<file path="config.mk">
export PLATFORM = sky130hd
export DESIGN_NAME = serial_subtractor3_flat
export DESIGN_NICKNAME = d
export VERILOG_FILES = /design/src/rtl/serial_subtractor3_if.sv /design/src/rtl/serial_subtractor3.sv /design/src/flat_wrapper.sv
export SDC_FILE = /design/constraint.sdc
export NUM_CORES = 1
export LEC_CHECK = 0
export BUFFER_PORTS_ARGS = -buffer_cell sky130_fd_sc_hd__buf_2
export CAP_MARGIN = 5
export CELL_PAD_IN_SITES_DETAIL_PLACEMENT = 1
export CELL_PAD_IN_SITES_GLOBAL_PLACEMENT = 1
export CORE_ASPECT_RATIO = 1.1
export CORE_MARGIN = 4
export CORE_UTILIZATION = 44
export CTS_CLUSTER_DIAMETER = 80
export CTS_CLUSTER_SIZE = 20
export DETAILED_ROUTE_END_ITERATION = 7
export GPL_TIMING_DRIVEN = 0
export PLACE_DENSITY_LB_ADDON = 0.1
export SYNTH_ARGS = -nofsm -noshare
export SYNTH_HDL_FRONTEND = slang
export SYNTH_SLANG_ARGS = --single-unit
export TNS_END_PERCENT = 5
</file>
<file path="constraint.sdc">
create_clock -name clk -period 1.9 [get_ports clk]
set_input_delay 0.285 -clock clk [delete_from_list [all_inputs] [get_ports clk]]
set_output_delay 0.285 -clock clk [all_outputs]
set_load 0.01 [all_outputs]
</file>
<file path="src/rtl/serial_subtractor3_if.sv">
// ----------------------------------------------------------------------------
// serial_subtractor3_if
//   Handshake and data bundle for the bit-serial subtractor.
//
//   master : drives start, A, B, B_in; observes busy, done, D, B_out, V
//   slave  : the subtractor itself (the opposite directions)
//
//   start  - request a new operation (taken only when the slave is idle/done)
//   A, B   - minuend / subtrahend, WIDTH bits
//   B_in   - borrow-in
//   busy   - operation in progress
//   done   - one-cycle pulse, result valid from this cycle on
//   D      - registered difference (A - B - B_in) mod 2^WIDTH
//   B_out  - registered borrow-out
//   V      - registered signed-overflow flag
// ----------------------------------------------------------------------------
interface serial_subtractor3_if #(
    parameter int WIDTH = 3
);
    logic             start;
    logic [WIDTH-1:0] A;
    logic [WIDTH-1:0] B;
    logic             B_in;
    logic             busy;
    logic             done;
    logic [WIDTH-1:0] D;
    logic             B_out;
    logic             V;

    modport master (
        output start, A, B, B_in,
        input  busy, done, D, B_out, V
    );

    modport slave (
        input  start, A, B, B_in,
        output busy, done, D, B_out, V
    );
endinterface

</file>
<file path="src/rtl/serial_subtractor3.sv">
// ----------------------------------------------------------------------------
// serial_subtractor3
//   Bit-serial two's-complement subtractor, D = A - B - B_in, one bit per
//   clock, LSB first, using a single borrow flop. A start/busy/done handshake
//   launches an operation; results are registered and held until the next
//   completion.
//
//   clk    - clock, rising edge
//   rst_n  - asynchronous active-low reset
//   bus    - serial_subtractor3_if.slave (start, A, B, B_in in;
//            busy, done, D, B_out, V out)
//
//   Timing: start sampled at edge E0 -> busy after E0, result loaded and done
//   pulsed after edge E{WIDTH}. In the DONE cycle a new start is accepted,
//   giving one result every WIDTH+1 cycles when start is held high.
// ----------------------------------------------------------------------------
module serial_subtractor3 #(
    parameter int WIDTH = 3
) (
    input  logic                 clk,
    input  logic                 rst_n,
    serial_subtractor3_if.slave  bus
);

    localparam int CW = (WIDTH > 1) ? $clog2(WIDTH) : 1;

    typedef enum logic [1:0] {
        IDLE = 2'd0,
        RUN  = 2'd1,
        DONE = 2'd2
    } state_t;

    state_t           state_reg;
    logic [WIDTH-1:0] a_sh_reg;
    logic [WIDTH-1:0] b_sh_reg;
    logic [WIDTH-1:0] diff_reg;
    logic             bor_reg;
    logic [CW-1:0]    cnt_reg;
    logic [WIDTH-1:0] d_reg;
    logic             b_out_reg;
    logic             v_reg;
    logic             busy_reg;
    logic             done_reg;

    // Current bit slice. The operand registers shift right, so bit 0 always
    // holds bit i of the original operand; on the last bit it is the sign bit,
    // which is all the overflow flag needs.
    logic             a_bit;
    logic             b_bit;
    logic             d_bit;
    logic             bor_next;
    logic [WIDTH-1:0] diff_next;
    logic             last_bit;

    always_comb begin
        a_bit     = a_sh_reg[0];
        b_bit     = b_sh_reg[0];
        d_bit     = a_bit ^ b_bit ^ bor_reg;
        bor_next  = (~a_bit & b_bit) | (~(a_bit ^ b_bit) & bor_reg);
        // New bit enters at the MSB; after WIDTH shifts bit 0 sits at the LSB.
        diff_next = {d_bit, diff_reg[WIDTH-1:1]};
        last_bit  = (cnt_reg == CW'(WIDTH - 1));
    end

    always_ff @(posedge clk or negedge rst_n) begin
        if (!rst_n) begin
            state_reg <= IDLE;
            a_sh_reg  <= '0;
            b_sh_reg  <= '0;
            diff_reg  <= '0;
            bor_reg   <= 1'b0;
            cnt_reg   <= '0;
            d_reg     <= '0;
            b_out_reg <= 1'b0;
            v_reg     <= 1'b0;
            busy_reg  <= 1'b0;
            done_reg  <= 1'b0;
        end else begin
            case (state_reg)
                RUN: begin
                    a_sh_reg <= a_sh_reg >> 1;
                    b_sh_reg <= b_sh_reg >> 1;
                    diff_reg <= diff_next;
                    bor_reg  <= bor_next;
                    if (last_bit) begin
                        cnt_reg   <= '0;
                        d_reg     <= diff_next;
                        b_out_reg <= bor_next;
                        // Operand signs differ and the result sign left A's.
                        v_reg     <= (a_bit != b_bit) && (d_bit != a_bit);
                        busy_reg  <= 1'b0;
                        done_reg  <= 1'b1;
                        state_reg <= DONE;
                    end else begin
                        cnt_reg <= cnt_reg + CW'(1);
                    end
                end
                default: begin
                    // IDLE and DONE behave identically apart from the done
                    // pulse, which always drops after one cycle.
                    done_reg <= 1'b0;
                    if (bus.start) begin
                        a_sh_reg  <= bus.A;
                        b_sh_reg  <= bus.B;
                        diff_reg  <= '0;
                        bor_reg   <= bus.B_in;
                        cnt_reg   <= '0;
                        busy_reg  <= 1'b1;
                        state_reg <= RUN;
                    end else begin
                        state_reg <= IDLE;
                    end
                end
            endcase
        end
    end

    assign bus.busy  = busy_reg;
    assign bus.done  = done_reg;
    assign bus.D     = d_reg;
    assign bus.B_out = b_out_reg;
    assign bus.V     = v_reg;

endmodule

</file>
<file path="src/flat_wrapper.sv">
// flat-port wrapper written by rule: the top's interface ports become plain ports
module serial_subtractor3_flat 
#(
    parameter int WIDTH = 3
)
  (clk, rst_n, bus_start, bus_A, bus_B, bus_B_in, bus_busy, bus_done, bus_D, bus_B_out, bus_V);
  serial_subtractor3_if #(.WIDTH(WIDTH)) bus_i ();
  input  logic clk;
  input  logic rst_n;
  input wire logic [$bits(bus_i.start)-1:0] bus_start;
  input wire logic [$bits(bus_i.A)-1:0] bus_A;
  input wire logic [$bits(bus_i.B)-1:0] bus_B;
  input wire logic [$bits(bus_i.B_in)-1:0] bus_B_in;
  output wire logic [$bits(bus_i.busy)-1:0] bus_busy;
  output wire logic [$bits(bus_i.done)-1:0] bus_done;
  output wire logic [$bits(bus_i.D)-1:0] bus_D;
  output wire logic [$bits(bus_i.B_out)-1:0] bus_B_out;
  output wire logic [$bits(bus_i.V)-1:0] bus_V;
  assign bus_i.start = bus_start;
  assign bus_i.A = bus_A;
  assign bus_i.B = bus_B;
  assign bus_i.B_in = bus_B_in;
  assign bus_busy = bus_i.busy;
  assign bus_done = bus_i.done;
  assign bus_D = bus_i.D;
  assign bus_B_out = bus_i.B_out;
  assign bus_V = bus_i.V;
  serial_subtractor3 #(.WIDTH(WIDTH)) u_core (.clk(clk), .rst_n(rst_n), .bus(bus_i));
endmodule
</file>
* Yosys cells after proc, flatten, opt, wreduce, memory -nomap -nowiden *
Index checks and enable logic that the tools add are counted.

cells by class
  $add $sub $neg = 1
  equal/unequal tests = 5
  mux-type cells = 19
  reductions and logical operators = 4
  bitwise gates (word level) = 7

operators by type and width
  operator                                             number
  two-way mux 3 bit                                    6
  two-way mux 2 bit                                    5
  two-way mux 1 bit                                    8
  AND reduction 2 bit                                  2
  adder 2 x 1 -> 2 bit, second input constant          1
  bitwise AND 1 bit                                    2
  equality test 2 x 1 -> 1 bit, second input constant  1
  equality test 2 bit, second input constant           1
  != test 1 bit                                        2
  != test 2 x 1 -> 1 bit, second input constant        1
  inverter 1 bit                                       2
  nonzero test 2 bit                                   1
  bitwise XOR 1 bit                                    2
  logical AND 1 bit                                    1
  OR 1 bit                                             1

storage, ports and cells
  register bits after elaboration = 21
  output and inout port bits = 7
  word-level logic and storage cells = 47
  input bits = 10

* Longest topological paths before layout *
  word-level depth = 5
  gate-level depth with buffers = 4
  mapped depth without buffers = 4

* Worst setup path before layout *
OpenSTA, ideal clock, no wires.

  kind = reg2reg
  start = register u_core.b_sh_reg[0]
  end = register u_core.d_reg[2], in the netlist u_core.bus.D[2]
  clock period less this slack = 1.294 ns
  setup time = 0.125 ns
  arrival = 1.169 ns
  path slack = 0.606 ns
  buffers on the path = 0
  required time = 1.775 ns
  cell stages (with the launch flop) = 4
  cell sequence = dfrtp_1 inv_1 fa_1 mux2_4

between the ends
  longest elaborated chain between the ends = 2

RTL lines
  what                            line                       RTL
  from (decl)                     serial_subtractor3.sv:35   logic [WIDTH-1:0] b_sh_reg;
  from (signal assigned)          serial_subtractor3.sv:82   b_sh_reg <= b_sh_reg >> 1;
  from (signal assigned)          serial_subtractor3.sv:104  b_sh_reg <= bus.B;
  bitwise XOR 1 bit (2 in a row)  serial_subtractor3.sv:58   d_bit = a_bit ^ b_bit ^ bor_reg;
  named net u_core.d_bit          serial_subtractor3.sv:50   logic d_bit;
  to (signal assigned)            serial_subtractor3.sv:87   d_reg <= diff_next;
  to (decl)                       serial_subtractor3.sv:39   logic [WIDTH-1:0] d_reg;

The timed path passes the listed nets, and every way through them passes these cells.
A chain may end at the register's enable or synchronous reset.

* Final worst setup path *
  start = register u_core.b_sh_reg[0]
  end = register u_core.v_reg, in the netlist u_core.bus.V

between the ends
  longest elaborated chain between the ends = 4

RTL lines
  what                            line                      RTL
  bitwise XOR 1 bit (2 in a row)  serial_subtractor3.sv:58
  named net u_core.d_bit          serial_subtractor3.sv:50
  != test 1 bit                   serial_subtractor3.sv:90  v_reg <= (a_bit != b_bit) && (d_bit != a_bit);
  logical AND 1 bit               serial_subtractor3.sv:90
  to (signal assigned)            serial_subtractor3.sv:90
  to (decl)                       serial_subtractor3.sv:41  logic v_reg;

The timed path passes the listed nets, and every way through them passes these cells.

==> results.yml <==
timing:
  hold_viol: 0
  final.setup.tns_ps: 0
  slew_headroom_pct: 71.0
  maxSlewViolCount: 0
  fin_skew_ps: 10.0
  max_freq_mhz: 732
  layout_setup_ws_ps: 533
  fin_crit_sh_pct: 71.9
  setup_violations: 0
  fin_crit_ps: 1370
  worst_slew_pin_slew_ps: 434
  rsz0062_at_grt: "no"
synthesis:
  yosys_register_bits: 19
  synthFlopType: "dfrtp_1"
  synth_adder_area_share_pct: 3.86
  yosysSeqAreaShare_pct: 56.5
  synth_top_family_by_area: "multiplexers"
  avgSynthCellArea_um2: 11.9
  synth_cells: 71
  async_flop_share_pct: 100
  muxShareOfSynthArea_pct: 13.8
  yosysWarnings: 0
  synth_nets: 83
  synth-edff-count: 0
  synth_top_area_cell: "dfrtp_1"
  synth_compound_area_share_pct: 9.06
  synthSimpleGateAreaFrac_pct: 11.4
  synth_top_cell_area_share_pct: 56.5
  synth.distinct_cells: 22
  syn_area_um2: 842
  synth_xor_area_share_pct: 1.04
  synthTopCellsByArea: "dfrtp_1, mux2i_1, mux2_4, nand2_1, nor2_1"
hold_path:
  hold_depth: 3
  hold_path_end: "u_core.a_sh_reg[2]"
  min_from: "bus_A[2]"
  min_path_type: "in2reg"
final_layout:
  num_antenna_cells: 0
  syn_to_final_growth_pct: 16.5
  fin_util_pct: 54.4
  regArea_um2: 475
  drive_gt1_share_pct: 31.5
  nets: 105
  final-instance-count-excl-fill: 110
  multi_input_area_um2: 330
  fillers: 205
worst_setup_path:
  reg2reg_to: "u_core.bus.V"
  path_class: "reg2reg"
  critPathTopFamily: "adder cells"
  crit_cells: 4
  cp_max_fo: 3
  endpoint_kind: "flip-flop"
  cp_cell_sequence: "inv_1 -> fa_1 -> xnor2_1 -> o31ai_2"
  required_ps: 2130
  r2r_setup_slack_ps: 530
  path_buf_inv: 1
  r2r-start: "u_core.b_sh_reg[0]"
  critPathLaunchType: "flip-flop"
  worstPathArrival_ps: 1600
  max_stage_delay_ps: 500
  ff2ff_path_depth: 4
  crit_slowest_cell: "fa_1"
global_route:
  antenna_found_initial: 0
  grt_pass1_vias: 619
  grt_max_degree: 20
  grt_pass1_wl_um: 2700
  track_usage_pct: 14.1
  grt-ovfl-total: 0
placed_design:
  dpl_worst_slack_ps: 537
  dpl.cell_count: 105
  port_buffers: 16
  globalplace.congestion: 0.693
  hpwl_um: 1180
route:
  drtIter0Drc: 5
  wl_per_cell_um: 14.5
  drc: 0
  vias: 570
  wl_um: 1600
  detail-route-antenna-nets: 0
  vias_per_cell: 5.18
  drt_first_pass_iters: 2
clocking:
  clock_tree.buffer_depth: 2
  clockRootBuffer: "clkbuf_4"
  cts_htree_levels: 1
  clock_latency_ps: 310
  cts.sinks: 19
  cts_setup_buffers: 0
  cts_tree: "built"
  cts_buffers: 3
  clkTransAtPathRegs_ps: 110
pwr:
  total_power_w: 0.00155
  power_density_nw_per_um2: 1580
  vdd_ir_drop_max_mv: 0.667
  leakage_nw: 0.512
status:
  outcome: "finished, final reports clean"
die:
  die_h_um: 53.9
  die-area_um2: 2680
  core_region_area_um2: 1800
  rows: 16
  pin_count: 17
  dieWidth_um: 49.7
  start_util_pct: 46.7
flow_run:
  drv_cap: 0
[worst max-delay path by stage]
stage | from | slack, ps | to
after detailed placement | u_core.b_sh_reg[0] | 540 | u_core.bus.V
final | u_core.b_sh_reg[0] | 530 | u_core.bus.V
after global routing | u_core.b_sh_reg[0] | 410 | u_core.bus.V
after CTS | u_core.b_sh_reg[0] | 510 | u_core.bus.V
after global placement | u_core.b_sh_reg[0] | 540 | u_core.bus.V
after floorplan | u_core.b_sh_reg[0] | 610 | u_core.bus.D[2]
[metrics by stage]
step	cell area [um2]	hold slack, ps
finish	981	223
detailed placement	945	252
global route	981	248
global placement	945	245
CTS	981	237
floorplan	842	-10.6
[worst min-delay path, delay by kind of cell]
family	cells	cell delay [ps]
buffers and inverters	1	80
multiplexers	1	50
AND/OR/NAND/NOR	1	80
[kinds of logic (layout without fill, tap and decap cells)]
logic type | Yosys count | after routing
AO/OA/AOI/OAI | 12 | 12
AND/OR/NAND/NOR | 20 | 20
flip-flops | 19 | 19
adder cells (fa/ha/maj) | 2 | 2
multiplexers | 10 | 10
buffers and inverters | 7 | 28
XOR/XNOR | 1 | 1
[layer usage]
metal / global-route usage, % / wire, um
met1: 16.1 / 716
met3: 3.32 / 51
met5: 0 / 0
met4: 6.91 / 29
met2: 25.1 / 798
[report_power, final]
group	switching (W)	internal [W]	total (W)	leakage (nW)
registers	0.000102	0.000576	0.000678	0.239
clock network	0.000129	0.0000819	0.000211	0.0150
logic	0.000334	0.000325	0.000658	0.258
total	0.000565	0.000982	0.00155	0.512
[final cells by class]
class | instances | share of cell area [%]
buffer | 3 | 2.17
clock buffer | 4 | 2.68
inverter | 4 | 1.53
multi-input combinational | 45 | 33.7
sequential | 19 | 48.5
tap | 18 | 2.30
timing repair buffer | 17 | 9.18
[cells in the final DEF (no fill, tap or decap), drive strengths merged]
cell type,count
mux2i,6
and2b,1
a21oi,2
dfrtp,19
mux2,4
nand2,9
o31ai,1
nor2,6
o211a,1
nand4bb,1
inv,4
a22o,1
fa,1
buf,19
dlygate4sd3,1
clkbuf,4
nand2b,3
o21ai,7
ha,1
xnor2,1
[timing repair]
item	in CTS	in global routing
hold buffers	1	0
resized for setup	0	0
hold endpoints to repair	19	0
[synth_stat cells (all sizes together), types with 2 or more instances]
master  count
buf         3
inv         4
dfrtp      19
mux2        4
nand2b      3
mux2i       6
nor2        6
o21ai       7
nand2       9
a21oi       2
(Power assumes the default switching activity.)
